$ cat src/rtl/jk_bank_ctrl.sv
// jk_bank_ctrl: command sequencer for a bank of reset-less JK flip-flops.
// Takes one command at a time over valid/ready. It drives per-bit j/k for
// as many clock edges as the command needs, and it reads the bank back on
// i_q_in for the synchronous count.
//
// state   | meaning
// --------+-----------------------------------------------------------
// INIT    | one cycle after reset, j=0 k=1 so the bank is held at zero
// IDLE    | j=k=0, ready for a command; done/err pulse shows here
// APPLY   | single bank-update edge for NOP/SET/CLR/TOG/LOAD/illegal
// COUNT   | masked synchronous up-count, one increment per cycle
module jk_bank_ctrl #(
    parameter int WIDTH = 8,
    parameter int CNT_W = 8
) (
    input  logic             i_clk,
    input  logic             i_rst,
    input  logic             i_cmd_valid,
    output logic             o_cmd_ready,
    input  logic [2:0]       i_cmd_op,
    input  logic [WIDTH-1:0] i_cmd_mask,
    input  logic [WIDTH-1:0] i_cmd_data,
    input  logic [CNT_W-1:0] i_cmd_count,
    output logic [WIDTH-1:0] o_jk_j,
    output logic [WIDTH-1:0] o_jk_k,
    input  logic [WIDTH-1:0] i_q_in,
    output logic             o_busy,
    output logic             o_done,
    output logic             o_err
);

    typedef enum logic [1:0] {
        ST_INIT  = 2'd0,
        ST_IDLE  = 2'd1,
        ST_APPLY = 2'd2,
        ST_COUNT = 2'd3
    } state_t;

    localparam logic [2:0] OP_SET   = 3'd1;
    localparam logic [2:0] OP_CLR   = 3'd2;
    localparam logic [2:0] OP_TOG   = 3'd3;
    localparam logic [2:0] OP_LOAD  = 3'd4;
    localparam logic [2:0] OP_COUNT = 3'd5;

    state_t           r_state;
    state_t           w_next;
    logic [2:0]       r_op;
    logic [WIDTH-1:0] r_mask;
    logic [WIDTH-1:0] r_data;
    logic [CNT_W-1:0] r_rem;
    logic             r_done;
    logic             r_err;

    logic [WIDTH-1:0] w_j;
    logic [WIDTH-1:0] w_k;
    logic [WIDTH-1:0] w_tog;
    logic             w_ready;
    logic             w_busy;
    logic             w_finish;
    logic             w_finish_err;
    logic             w_accept;

    assign w_accept = o_cmd_ready & i_cmd_valid;

    // State register; reset always restarts through INIT.
    always_ff @(posedge i_clk) begin
        if (i_rst) begin
            r_state <= ST_INIT;
        end else begin
            r_state <= w_next;
        end
    end

    // Command capture, repeat counter and completion pulses.
    always_ff @(posedge i_clk) begin
        if (i_rst) begin
            r_op   <= '0;
            r_mask <= '0;
            r_data <= '0;
            r_rem  <= '0;
            r_done <= 1'b0;
            r_err  <= 1'b0;
        end else begin
            r_done <= w_finish;
            r_err  <= w_finish_err;
            if (w_accept) begin
                r_op   <= i_cmd_op;
                r_mask <= i_cmd_mask;
                r_data <= i_cmd_data;
                // A zero count still gives one count edge.
                r_rem  <= (i_cmd_count == '0) ? CNT_W'(1) : i_cmd_count;
            end else if (r_state == ST_COUNT) begin
                r_rem <= r_rem - CNT_W'(1);
            end
        end
    end

    // Toggle enables of a masked up-counter. Unmasked bits pass the carry
    // through, so the masked bits count as one packed counter.
    always_comb begin
        logic carry;
        w_tog = '0;
        carry = 1'b1;
        for (int i = 0; i < WIDTH; i++) begin
            w_tog[i] = r_mask[i] & carry;
            carry    = carry & (i_q_in[i] | ~r_mask[i]);
        end
    end

    // Next state, per-state j/k drive and status.
    always_comb begin
        w_next       = r_state;
        w_j          = '0;
        w_k          = '0;
        w_ready      = 1'b0;
        w_busy       = 1'b0;
        w_finish     = 1'b0;
        w_finish_err = 1'b0;
        case (r_state)
            ST_INIT: begin
                w_k    = '1;
                w_busy = 1'b1;
                w_next = ST_IDLE;
            end
            ST_IDLE: begin
                w_ready = 1'b1;
                if (i_cmd_valid) begin
                    w_next = (i_cmd_op == OP_COUNT) ? ST_COUNT : ST_APPLY;
                end
            end
            ST_APPLY: begin
                w_busy       = 1'b1;
                w_finish     = 1'b1;
                w_finish_err = (r_op[2:1] == 2'b11);
                w_next       = ST_IDLE;
                case (r_op)
                    OP_SET:  w_j = r_mask;
                    OP_CLR:  w_k = r_mask;
                    OP_TOG: begin
                        w_j = r_mask;
                        w_k = r_mask;
                    end
                    OP_LOAD: begin
                        w_j = r_data & r_mask;
                        w_k = ~r_data & r_mask;
                    end
                    default: begin
                        w_j = '0;
                        w_k = '0;
                    end
                endcase
            end
            ST_COUNT: begin
                w_busy = 1'b1;
                w_j    = w_tog;
                w_k    = w_tog;
                // A remaining count of zero cannot normally occur; it is treated as the last edge.
                if (r_rem <= CNT_W'(1)) begin
                    w_finish = 1'b1;
                    w_next   = ST_IDLE;
                end
            end
            default: begin
                w_next = ST_INIT;
            end
        endcase
    end

    // Reset forces a clear on the bank every reset edge, because the
    // flip-flops have no reset of their own.
    assign o_jk_j      = i_rst ? '0 : w_j;
    assign o_jk_k      = i_rst ? '1 : w_k;
    assign o_cmd_ready = w_ready & ~i_rst;
    assign o_busy      = w_busy;
    assign o_done      = r_done;
    assign o_err       = r_err;

endmodule
$ cat config.mk
export PLATFORM = sky130hd
export DESIGN_NAME = jk_bank_ctrl
export DESIGN_NICKNAME = d
export VERILOG_FILES = /design/src/rtl/jk_bank_ctrl.sv
export SDC_FILE = /design/constraint.sdc
export NUM_CORES = 1
export LEC_CHECK = 0
export BUFFER_PORTS_ARGS = -buffer_cell sky130_fd_sc_hd__buf_2
export CAP_MARGIN = 20
export CORE_MARGIN = 2
export CORE_UTILIZATION = 45
export CTS_CLUSTER_DIAMETER = 40
export DETAILED_ROUTE_END_ITERATION = 8
export GPL_TIMING_DRIVEN = 0
export MAX_ROUTING_LAYER = met4
export PLACE_DENSITY = 0.72
export SYNTH_ARGS = -nofsm -noshare
export SYNTH_HDL_FRONTEND = slang
export SYNTH_SLANG_ARGS = --single-unit
$ cat constraint.sdc
create_clock -name i_clk -period 4.23 [get_ports i_clk]
set_input_delay 0.423 -clock i_clk [delete_from_list [all_inputs] [get_ports i_clk]]
set_output_delay 0.423 -clock i_clk [all_outputs]
set_load 0.01 [all_outputs]
==> metrics.txt, run 1 <==
outcome=complete, no violations; Vias/cell=5.47; CP Max Fanout=9; post-synthesis adder-cell area fraction=0.0142; I/O Pins=58; VDD IR max=0.206 mV; Die Wd=66.7 um; fin crit period=2560 ps; Setup TNS=0 ps; synthesized area=1770 um^2; final setup margin=1670 ps; pre-CTS worst setup slack=2000 ps; largest family of logic cells by synthesized area=simple AND/OR/NAND/NOR gates; most area-consuming cells after synthesis=dfxtp_1 (35%), nand2_1 (11%), a21oi_1 (9.1%), a31oi_1 (3.5%), nor2_1 (2.5%); TritonRoute pass-1 iters=5; Ys Warns=0; Fill cells=367; post-synthesis sequential area ratio=0.351; crit start category=flop; worst-skew pair later-pin latency=290 ps; Final ANT Viol Nets=0; Clock Sinks=31; XOR/XNOR share of the synthesized area=0.0149; Clock transition at path regs=70 ps; Final Skew=4.32 ps; hold path depth=3; WS Path Type=flop to output port; WHS Endpoint=r_mask[3]; area of the multi-input gates=1060 um^2; root cell of the clock tree=clkbuf_8; total nets after synthesis=278; area fraction of the dominant cell type after synthesis=0.351; Rel. slew slack=0.606; r2r endpoint=r_state[1]; grt total ovfl=0; worst reg-to-reg setup slack=2460 ps; final slew viol count=0; Leak=0.900 nW; first-pass GRT wire length=7600 um; Max Cap Viol=0; area grow syn2layout=25.9%; largest net degree at the start of global routing=11; final setup violating endpoints=0; Routed wire per std cell=14.3 um; die area=4440 um^2; Flop pwr share=0.425; share of cells above drive strength 1=0.242; pwr dens=344 nW/um^2; routed via count=1913; Initial Util=0.475; flip-flop and latch area=621 um^2; EDFF count, synth=0; Async SR Flop Fraction=0; ant diodes=0; GP Congestion=0.906; Fmax=390 MHz; Nets=341; fin cells=350; Yosys cell types=45; placed cells=342; Reg2Reg Depth=4; Worst EP required=3810 ps; Compound-Gate Fraction of Synth Area=0.263; Sw Share=0.272; cts hold-fix bufs=0; syn avg cell area=7.42 um^2; cell row count=22; Core Region=3720 um^2; Finished Core Util=0.599; setup repair bufs after CTS=0; internal cell power=0.557 mW; Synth Instances=238; vias in the first global route=1549; GRT Resource Usage Total=0.239; Net Switching=0.208 mW; combinational share of power=0.177; simple logic cell fraction of the synthesized area=0.309; Slew @ Worst Pin=590 ps; Hold WC Path Type=primary input to flop; total wire length=5000 um; Post-route DRC=0; post-CTS sizing=0; post-synthesis mux area share=0; Hold Fails Final Rpt=0; clock share of power=0.398; Top FF cell, synth=dfxtp_1; Arr. time, crit path=2140 ps; maximum clock insertion buffer count=2; register bit total from synthesis=31; Iteration-0 DRC Markers=180; RSZ-0062 raised after global routing=no; CTS tree=built; crit end category=output port; area leader, netlist=dfxtp_1; Tcrit/Tclk final=0.605; Die H=66.7 um; H-Tree Depth=2; Hold Startpoint=i_cmd_mask[3]; number of port buffers=56; HPWL after DPL=3690 um; worst r2r src=r_rem[2]; CTS buffer count=5; initial antenna violation count=0
power groups by stage:
stage          combinational [mW]  sequential, mW  clock (mW)
2_1_floorplan              0.0871           0.327           0
3_3_place_gp                0.130           0.330           0
3_5_place_dp                0.133           0.331           0
4_1_cts                     0.134           0.325       0.308
5_1_grt                     0.149           0.327       0.320
6_report                    0.135           0.325       0.305
placed cells by master, fill, tap and decap left out, types with 3 or more instances in the layout:
master / instances
a211oi_1: 4
a21o_1: 4
a21oi_1: 32
a31oi_1: 10
buf_2: 58
clkbuf_1: 10
clkbuf_8: 6
dfxtp_1: 31
inv_1: 7
nand2_1: 51
nand2b_1: 7
nand3_1: 8
nand3b_1: 4
nor2_1: 12
nor2b_1: 7
nor3b_1: 3
o21ai_0: 5
o21ai_1: 7
area by class of cell:
class / instances / share of cell area
multi-input combinational: 186 / 0.477
tap: 48 / 0.0270
clock inverter: 2 / 0.0157
sequential: 31 / 0.279
clock buffer: 6 / 0.0371
timing repair buffer: 56 / 0.126
buffer: 13 / 0.0247
inverter: 8 / 0.0135
how the worst max path moves through the flow:
stage / slack [ps] / startpoint / to / cells after the start
final: 1670 / r_state[1] / o_jk_j[6] / 6
after global routing: 1490 / r_state[0] / o_jk_j[2] / 6
after CTS: 1670 / r_state[1] / o_jk_j[6] / 6
after detailed placement: 2000 / r_state[1] / o_jk_j[6] / 6
after global placement: 1990 / r_state[1] / o_jk_j[6] / 6
after floorplan: 2310 / r_state[1] / o_jk_j[3] / 5
Yosys cell counts (2+ instances only):
| library cell | n |
|---|---|
| nand2_1 | 51 |
| a21oi_1 | 32 |
| dfxtp_1 | 31 |
| nor2_1 | 12 |
| a31oi_1 | 10 |
| clkbuf_1 | 10 |
| nand3_1 | 8 |
| inv_1 | 7 |
| nand2b_1 | 7 |
| nor2b_1 | 7 |
| o21ai_1 | 7 |
| o21ai_0 | 5 |
| a211oi_1 | 4 |
| a21o_1 | 4 |
| nand3b_1 | 4 |
| nor3b_1 | 3 |
| and2_1 | 2 |
| buf_2 | 2 |
| ha_1 | 2 |
| nor3_1 | 2 |
| nor4_1 | 2 |
| or4_4 | 2 |
| xor2_1 | 2 |
cells by family (layout without fill, tap and decap cells):
logic type	Yosys count	in the layout
adders and majority gates	2	2
and+or+nand+nor	107	107
DFF	31	31
xor gates and xnor gates	3	3
AOI/OAI and AO/OA	74	74
buffers and inverters	21	85
critical path, stage by stage (launching register included):
cell       delay [ps]
dfxtp_1           310
buf_2             180
nand2_1           240
a2111oi_4         620
nand3_1           170
a21oi_1           170
buf_2             150
sequential cells by signal (all words and copies together) (netlist names):
register and count:
r_op 3, r_data 8, r_mask 8, r_state 2
o_err 1, o_done 1, r_rem 8
through the flow:
step	cell area (um^2)	hold WS (ps)	power [mW]
2_1_floorplan	1770	446	0.414
3_3_place_gp	2110	461	0.461
3_5_place_dp	2110	465	0.464
4_1_cts	2220	363	0.767
5_1_grt	2220	361	0.796
6_report	2220	362	0.765
per-layer routing:
layer  GRT usage  vias to the layer above  routed length, um
met1       0.346                      851               2410
met5           -                        -                  0
met3      0.0507                        6                376
met2       0.330                       84               2150
met4      0.0765                        0                 66
li1            -                      972                  -
(Power assumes the default switching activity.)
==> run 2, diff against run 1 <==
--- a/config.mk
+++ b/config.mk
@@ -5,6 +5,7 @@
 export SDC_FILE = /design/constraint.sdc
 export NUM_CORES = 1
 export LEC_CHECK = 0
+export ABC_AREA = 1
 export BUFFER_PORTS_ARGS = -buffer_cell sky130_fd_sc_hd__buf_2
 export CAP_MARGIN = 20
 export CORE_MARGIN = 2
==> constraint.sdc (replaced) <==
create_clock -name i_clk -period 2.43 [get_ports i_clk]
set_input_delay 0.243 -clock i_clk [delete_from_list [all_inputs] [get_ports i_clk]]
set_output_delay 0.243 -clock i_clk [all_outputs]
set_load 0.01 [all_outputs]
==> run 2 against run 1 <==
  * Largest cell class unchanged
  * Critical path depth shrank 2
  * Critical endpoint is now o_jk_k[7]
  * Total power is 61% higher
  * Clock skew about the same
  * Synthesized cell count increased by 20%
  * Via count rose by 11%
  * Die area increased by 1.0%
  * Cell count rose by 13%
==> metrics.txt, run 2 <==
largest net degree at the start of global routing=12; CP max-delay cell=a21oi_1; share of cells above drive strength 1=0.206; cts hold-fix bufs=0; Die Wd=67.0 um; Ys Warns=0; cell row count=22; post-synthesis mux area share=0; area grow syn2layout=23.8%; crit path from=r_state[0]; Top FF cell, synth=dfxtp_1; XOR/XNOR share of the synthesized area=0.00491; CP peak stage delay=580 ps; top cells by count, synth=nand2_1 (77), nand3_1 (39), inv_1 (35); routed via count=2115; HPWL after DPL=3780 um; Synth Instances=286; Routed wire per std cell=13.1 um; VDD IR max=0.449 mV; post-CTS sizing=0; Initial Util=0.477; post-synthesis adder-cell area fraction=0.0140; maximum clock insertion buffer count=2; synthesized area=1790 um^2; H-Tree Depth=2; syn avg cell area=6.24 um^2; Hold WC Path Type=primary input to flop; setup repair bufs after CTS=0; Post-route DRC=0; RSZ-0062 raised after global routing=no; register bit total from synthesis=31; Vias/cell=5.33; largest family of logic cells by synthesized area=simple AND/OR/NAND/NOR gates; ant diodes=0; Core Region=3740 um^2; I/O Pins=58; Clock Sinks=31; Max Cap Viol=0; Rel. slew slack=0.548; Leak=1.03 nW; fin crit period=2050 ps; post-synthesis sequential area ratio=0.348; crit start category=flop; Iteration-0 DRC Markers=243; Fmax=489 MHz; Worst EP required=2190 ps; outcome=complete, no violations; Yosys cell types=26; Slew @ Worst Pin=678 ps; worst-skew pair later-pin latency=290 ps; final setup violating endpoints=0; Final Skew=4.29 ps; Clock transition at path regs=70 ps; GP Congestion=0.908; number of port buffers=55; first-pass GRT wire length=8400 um; largest registers=r_data (8), r_mask (8), r_rem (8); WS Path Type=flop to output port; placed cells=389; Nets=388; pwr dens=557 nW/um^2; Tcrit/Tclk final=0.842; area leader, netlist=dfxtp_1; TritonRoute pass-1 iters=5; Setup TNS=0 ps; most area-consuming cells after synthesis=dfxtp_1 (35%), nand2_1 (16%), nand3_1 (11%), a21oi_1 (8.7%), inv_1 (7.4%); CP Max Fanout=8; EDFF count, synth=0; root cell of the clock tree=clkbuf_8; vias in the first global route=1843; CP cell instances=inv_1 -> a21oi_1 -> nand3_1 -> buf_2; die area=4490 um^2; Hold Fails Final Rpt=0; grt total ovfl=0; commonest cells after routing, fill and taps aside=nand2_1 (77), buf_2 (58), nand3_1 (39), inv_1 (35); Hold Startpoint=i_cmd_mask[0]; area fraction of the dominant cell type after synthesis=0.348; Arr. time, crit path=1800 ps; worst r2r src=r_state[1]; CTS buffer count=5; final slew viol count=0; fin cells=397; worst path bufs/invs=2; Compound-Gate Fraction of Synth Area=0.147; simple logic cell fraction of the synthesized area=0.379; GRT Resource Usage Total=0.257; Final ANT Viol Nets=0; initial antenna violation count=0; cell with the most instances after synthesis=nand2_1; crit end category=output port; Die H=67.0 um; most common library cell in the layout ignoring fill and taps=nand2_1; Async SR Flop Fraction=0; CTS tree=built; delay-heaviest family, CP=compound AO/OA/AOI/OAI gates; total wire length=5180 um; total nets after synthesis=326
run 2: cell types whose count changed in the layout (fill, tap and decap cells not counted), sizes merged, moves of 6 or more:
cell	delta
a31oi	-9
nand3	+32
nand2	+26
clkbuf	-8
nor2b	-6
nand2b	-7
nand4	+9
nor2	+12
inv	+29
run 2: layer usage:
metal  global-route usage  wire [um]
met5                    -          0
met2                0.388       2270
met4               0.0816         40
met3               0.0507        392
met1                0.348       2480
run 2: path summary, 6_finish.rpt:
kind,endpoint,slack [ps],cells after the start
max,o_jk_k[7],380,4
min reg2reg,r_rem[1],470,2
min,r_mask[0],190,3
max reg2reg,r_rem[7],1000,7
run 2: final cells by class:
| type | instances | area, um^2 |
|---|---|---|
| plain buffers | 10 | 56.3 |
| multi-input cells | 209 | 973 |
| clock buffers | 5 | 68.8 |
| well taps | 48 | 60.1 |
| fillers | 392 | 1530 |
| repair buffers | 55 | 275 |
| flip-flops and latches | 31 | 621 |
| inverters | 36 | 135 |
| clock inverters | 3 | 20.0 |
run 2: power breakdown:
part | leakage, nW | switching, mW | internal [mW] | total [mW]
clock network | 0.0402 | 0.223 | 0.199 | 0.423
registers | 0.253 | 0.0254 | 0.536 | 0.562
logic | 0.734 | 0.154 | 0.0912 | 0.246
run 2: logic make-up after synthesis:
kind of cell | after synthesis
compound gates | 50
xor+xnor | 1
fa+ha+maj | 2
buf+inv | 46
flops | 31
simple gates | 156
run 2: tightest hold or removal path, stage by stage:
cell and delay [ps]:
buf_2 90, nand2_1 50, a21oi_1 50
run 2: through the flow:
stage | hold WS (ps) | cell area, um^2 | worst slack [ps] | power (mW) | utilization
3_5_place_dp | 460 | 2120 | 725 | 0.813 | 0.567
4_1_cts | 188 | 2210 | 407 | 1.23 | 0.590
3_3_place_gp | 451 | 2120 | 705 | 0.810 | 0.567
6_report | 189 | 2210 | 385 | 1.23 | 0.590
5_1_grt | 200 | 2210 | 188 | 1.28 | 0.590
2_1_floorplan | 386 | 1790 | 1020 | 0.725 | -
==> run 3, diff against run 2 <==
--- a/config.mk
+++ b/config.mk
@@ -5,7 +5,7 @@
 export SDC_FILE = /design/constraint.sdc
 export NUM_CORES = 1
 export LEC_CHECK = 0
-export ABC_AREA = 1
+export ABC_AREA = 0
 export BUFFER_PORTS_ARGS = -buffer_cell sky130_fd_sc_hd__buf_2
 export CAP_MARGIN = 20
 export CORE_MARGIN = 2
==> constraint.sdc (replaced) <==
create_clock -name i_clk -period 2.05 [get_ports i_clk]
set_input_delay 0.205 -clock i_clk [delete_from_list [all_inputs] [get_ports i_clk]]
set_output_delay 0.205 -clock i_clk [all_outputs]
set_load 0.01 [all_outputs]
==> run 3 against run 2 <==
  * Sequential cell count unchanged
  * Global-route usage down 1.7 points
  * Hold slack worse by 44 ps
  * Non-clock buffer count up 4
  * First-iteration DRC count down 38%
  * Total power up 29%
  * Via count down 9.6%
  * Critical endpoint is now o_jk_k[3]
  * Largest power group unchanged
  * Highest routed layer unchanged
==> metrics.txt, run 3 (synthesized netlist as in run 1, its figures left out) <==
outcome=complete, no violations; CP Max Fanout=8; root cell of the clock tree=clkbuf_8; WS Path Type=flop to output port; Flop pwr share=0.425; Arr. time, crit path=1750 ps; Max Cap Viol=0; Net Switching=0.430 mW; most common library cell in the layout ignoring fill and taps=buf_2; Routed wire per std cell=14.4 um; VDD IR max=0.435 mV; Leak=0.921 nW; Hold WC Path Type=primary input to flop; Finished Cell Area=2270 um^2; Die H=66.7 um; CTS buffer count=5; crit path from=r_mask[0]; Slew @ Worst Pin=594 ps; GP Congestion=0.906; area grow syn2layout=28.5%; Clock Sinks=31; cell row count=22; share of cells above drive strength 1=0.268; combinational share of power=0.181; worst reg-to-reg setup slack=270 ps; grt total ovfl=0; flip-flop and latch area=621 um^2; Final Skew=3.25 ps; Setup crit end=o_jk_k[3]; total wire length=5020 um; RSZ-0062 raised after global routing=no; ant diodes=0; worst-skew pair later-pin latency=290 ps; Clock transition at path regs=70 ps; Initial Util=0.475; crit end category=output port; Vias/cell=5.46; worst r2r src=r_rem[2]; GRT Resource Usage Total=0.240; pwr dens=698 nW/um^2; Rel. slew slack=0.604; routed via count=1911; die area=4440 um^2; fin crit period=1960 ps; Tcrit/Tclk final=0.955; largest net degree at the start of global routing=11; Fill cells=359; maximum clock insertion buffer count=2; largest registers=r_data (8), r_mask (8), r_rem (8); Fmax=511 MHz; area of the multi-input gates=1100 um^2; final slew viol count=0; Core Region=3720 um^2; final setup violating endpoints=0; H-Tree Depth=2; internal cell power=1.15 mW; Iteration-0 DRC Markers=151; crit start category=flop; Die Wd=66.7 um; Total Power=1.58 mW; TritonRoute pass-1 iters=5; Nets=341; Final ANT Viol Nets=0; first-pass GRT wire length=7650 um; Hold Fails Final Rpt=0; CTS tree=built; Setup TNS=0 ps; Worst EP required=1850 ps; Area after DPL=2110 um^2; hold path depth=3; initial antenna violation count=0; commonest cells after routing, fill and taps aside=buf_2 (57), nand2_1 (50), a21oi_1 (32), dfxtp_1 (31), nor2_1 (12); vias in the first global route=1558; Post-route DRC=0; r2r endpoint=r_state[1]; I/O Pins=58; number of port buffers=56; Sw Share=0.272; Reg2Reg Depth=4; cts hold-fix bufs=0; HPWL after DPL=3690 um; clock share of power=0.395
==> run 3: worst min-delay path by stage <==
| stage | from | to | slack (ps) |
|---|---|---|---|
| after global routing | i_cmd_mask[4] | r_mask[4] | 140 |
| after CTS | i_cmd_mask[5] | r_mask[5] | 140 |
| final | i_cmd_mask[3] | r_mask[3] | 140 |
| after global placement | i_cmd_mask[6] | r_mask[6] | 450 |
| after floorplan | i_cmd_data[4] | r_data[4] | 340 |
| after detailed placement | i_cmd_mask[5] | r_mask[5] | 450 |
==> run 3: what timing repair did <==
item                       CTS  global route
resized for setup            3            12
setup buffers                1             0
pin swaps                    1             0
setup endpoints to repair   11            14
==> run 3: final cells by class <==
class | instances | share of cell area
clock inverter | 2 | 0.0154
clock buffer | 6 | 0.0364
inverter | 8 | 0.0132
tap | 48 | 0.0264
multi-input combinational | 186 | 0.483
sequential | 31 | 0.273
buffer | 12 | 0.0259
timing repair buffer | 57 | 0.127
==> run 3: per-stage QoR <==
| step | std cells | worst slack, ps | hold slack (ps) | util |
|---|---|---|---|---|
| floorplan | 238 | 349 | 341 | - |
| global placement | 342 | 26.9 | 448 | 0.567 |
| detailed placement | 342 | 34.4 | 450 | 0.567 |
| CTS | 351 | 51.2 | 145 | 0.602 |
| global route | 350 | 7.32 | 143 | 0.611 |
| finish | 350 | 92.7 | 145 | 0.611 |
==> run 3: power by group through the flow <==
stage / logic (mW) / registers [mW] / clock network (mW)
4_1_cts: 0.278 / 0.670 / 0.636
2_1_floorplan: 0.180 / 0.674 / 0
6_report: 0.286 / 0.673 / 0.625
5_1_grt: 0.314 / 0.677 / 0.660
3_3_place_gp: 0.269 / 0.682 / 0
3_5_place_dp: 0.274 / 0.684 / 0
==> run 3: per-layer routing <==
metal  vias up  part of all wire  global-route usage
li1        967                 -                   -
met1       850              0.46               0.347
met2        84              0.44               0.333
met3        10             0.087              0.0507
met4         0             0.015              0.0765
met5         -                 0                   -
==> run 3: worst max-delay path, cell delays in order (launching register included) <==
cell	delay (ps)
dfxtp_1	360
nor2b_1	370
a2111oi_4	80
buf_4	180
a21o_1	160
a21o_1	180
buf_2	130
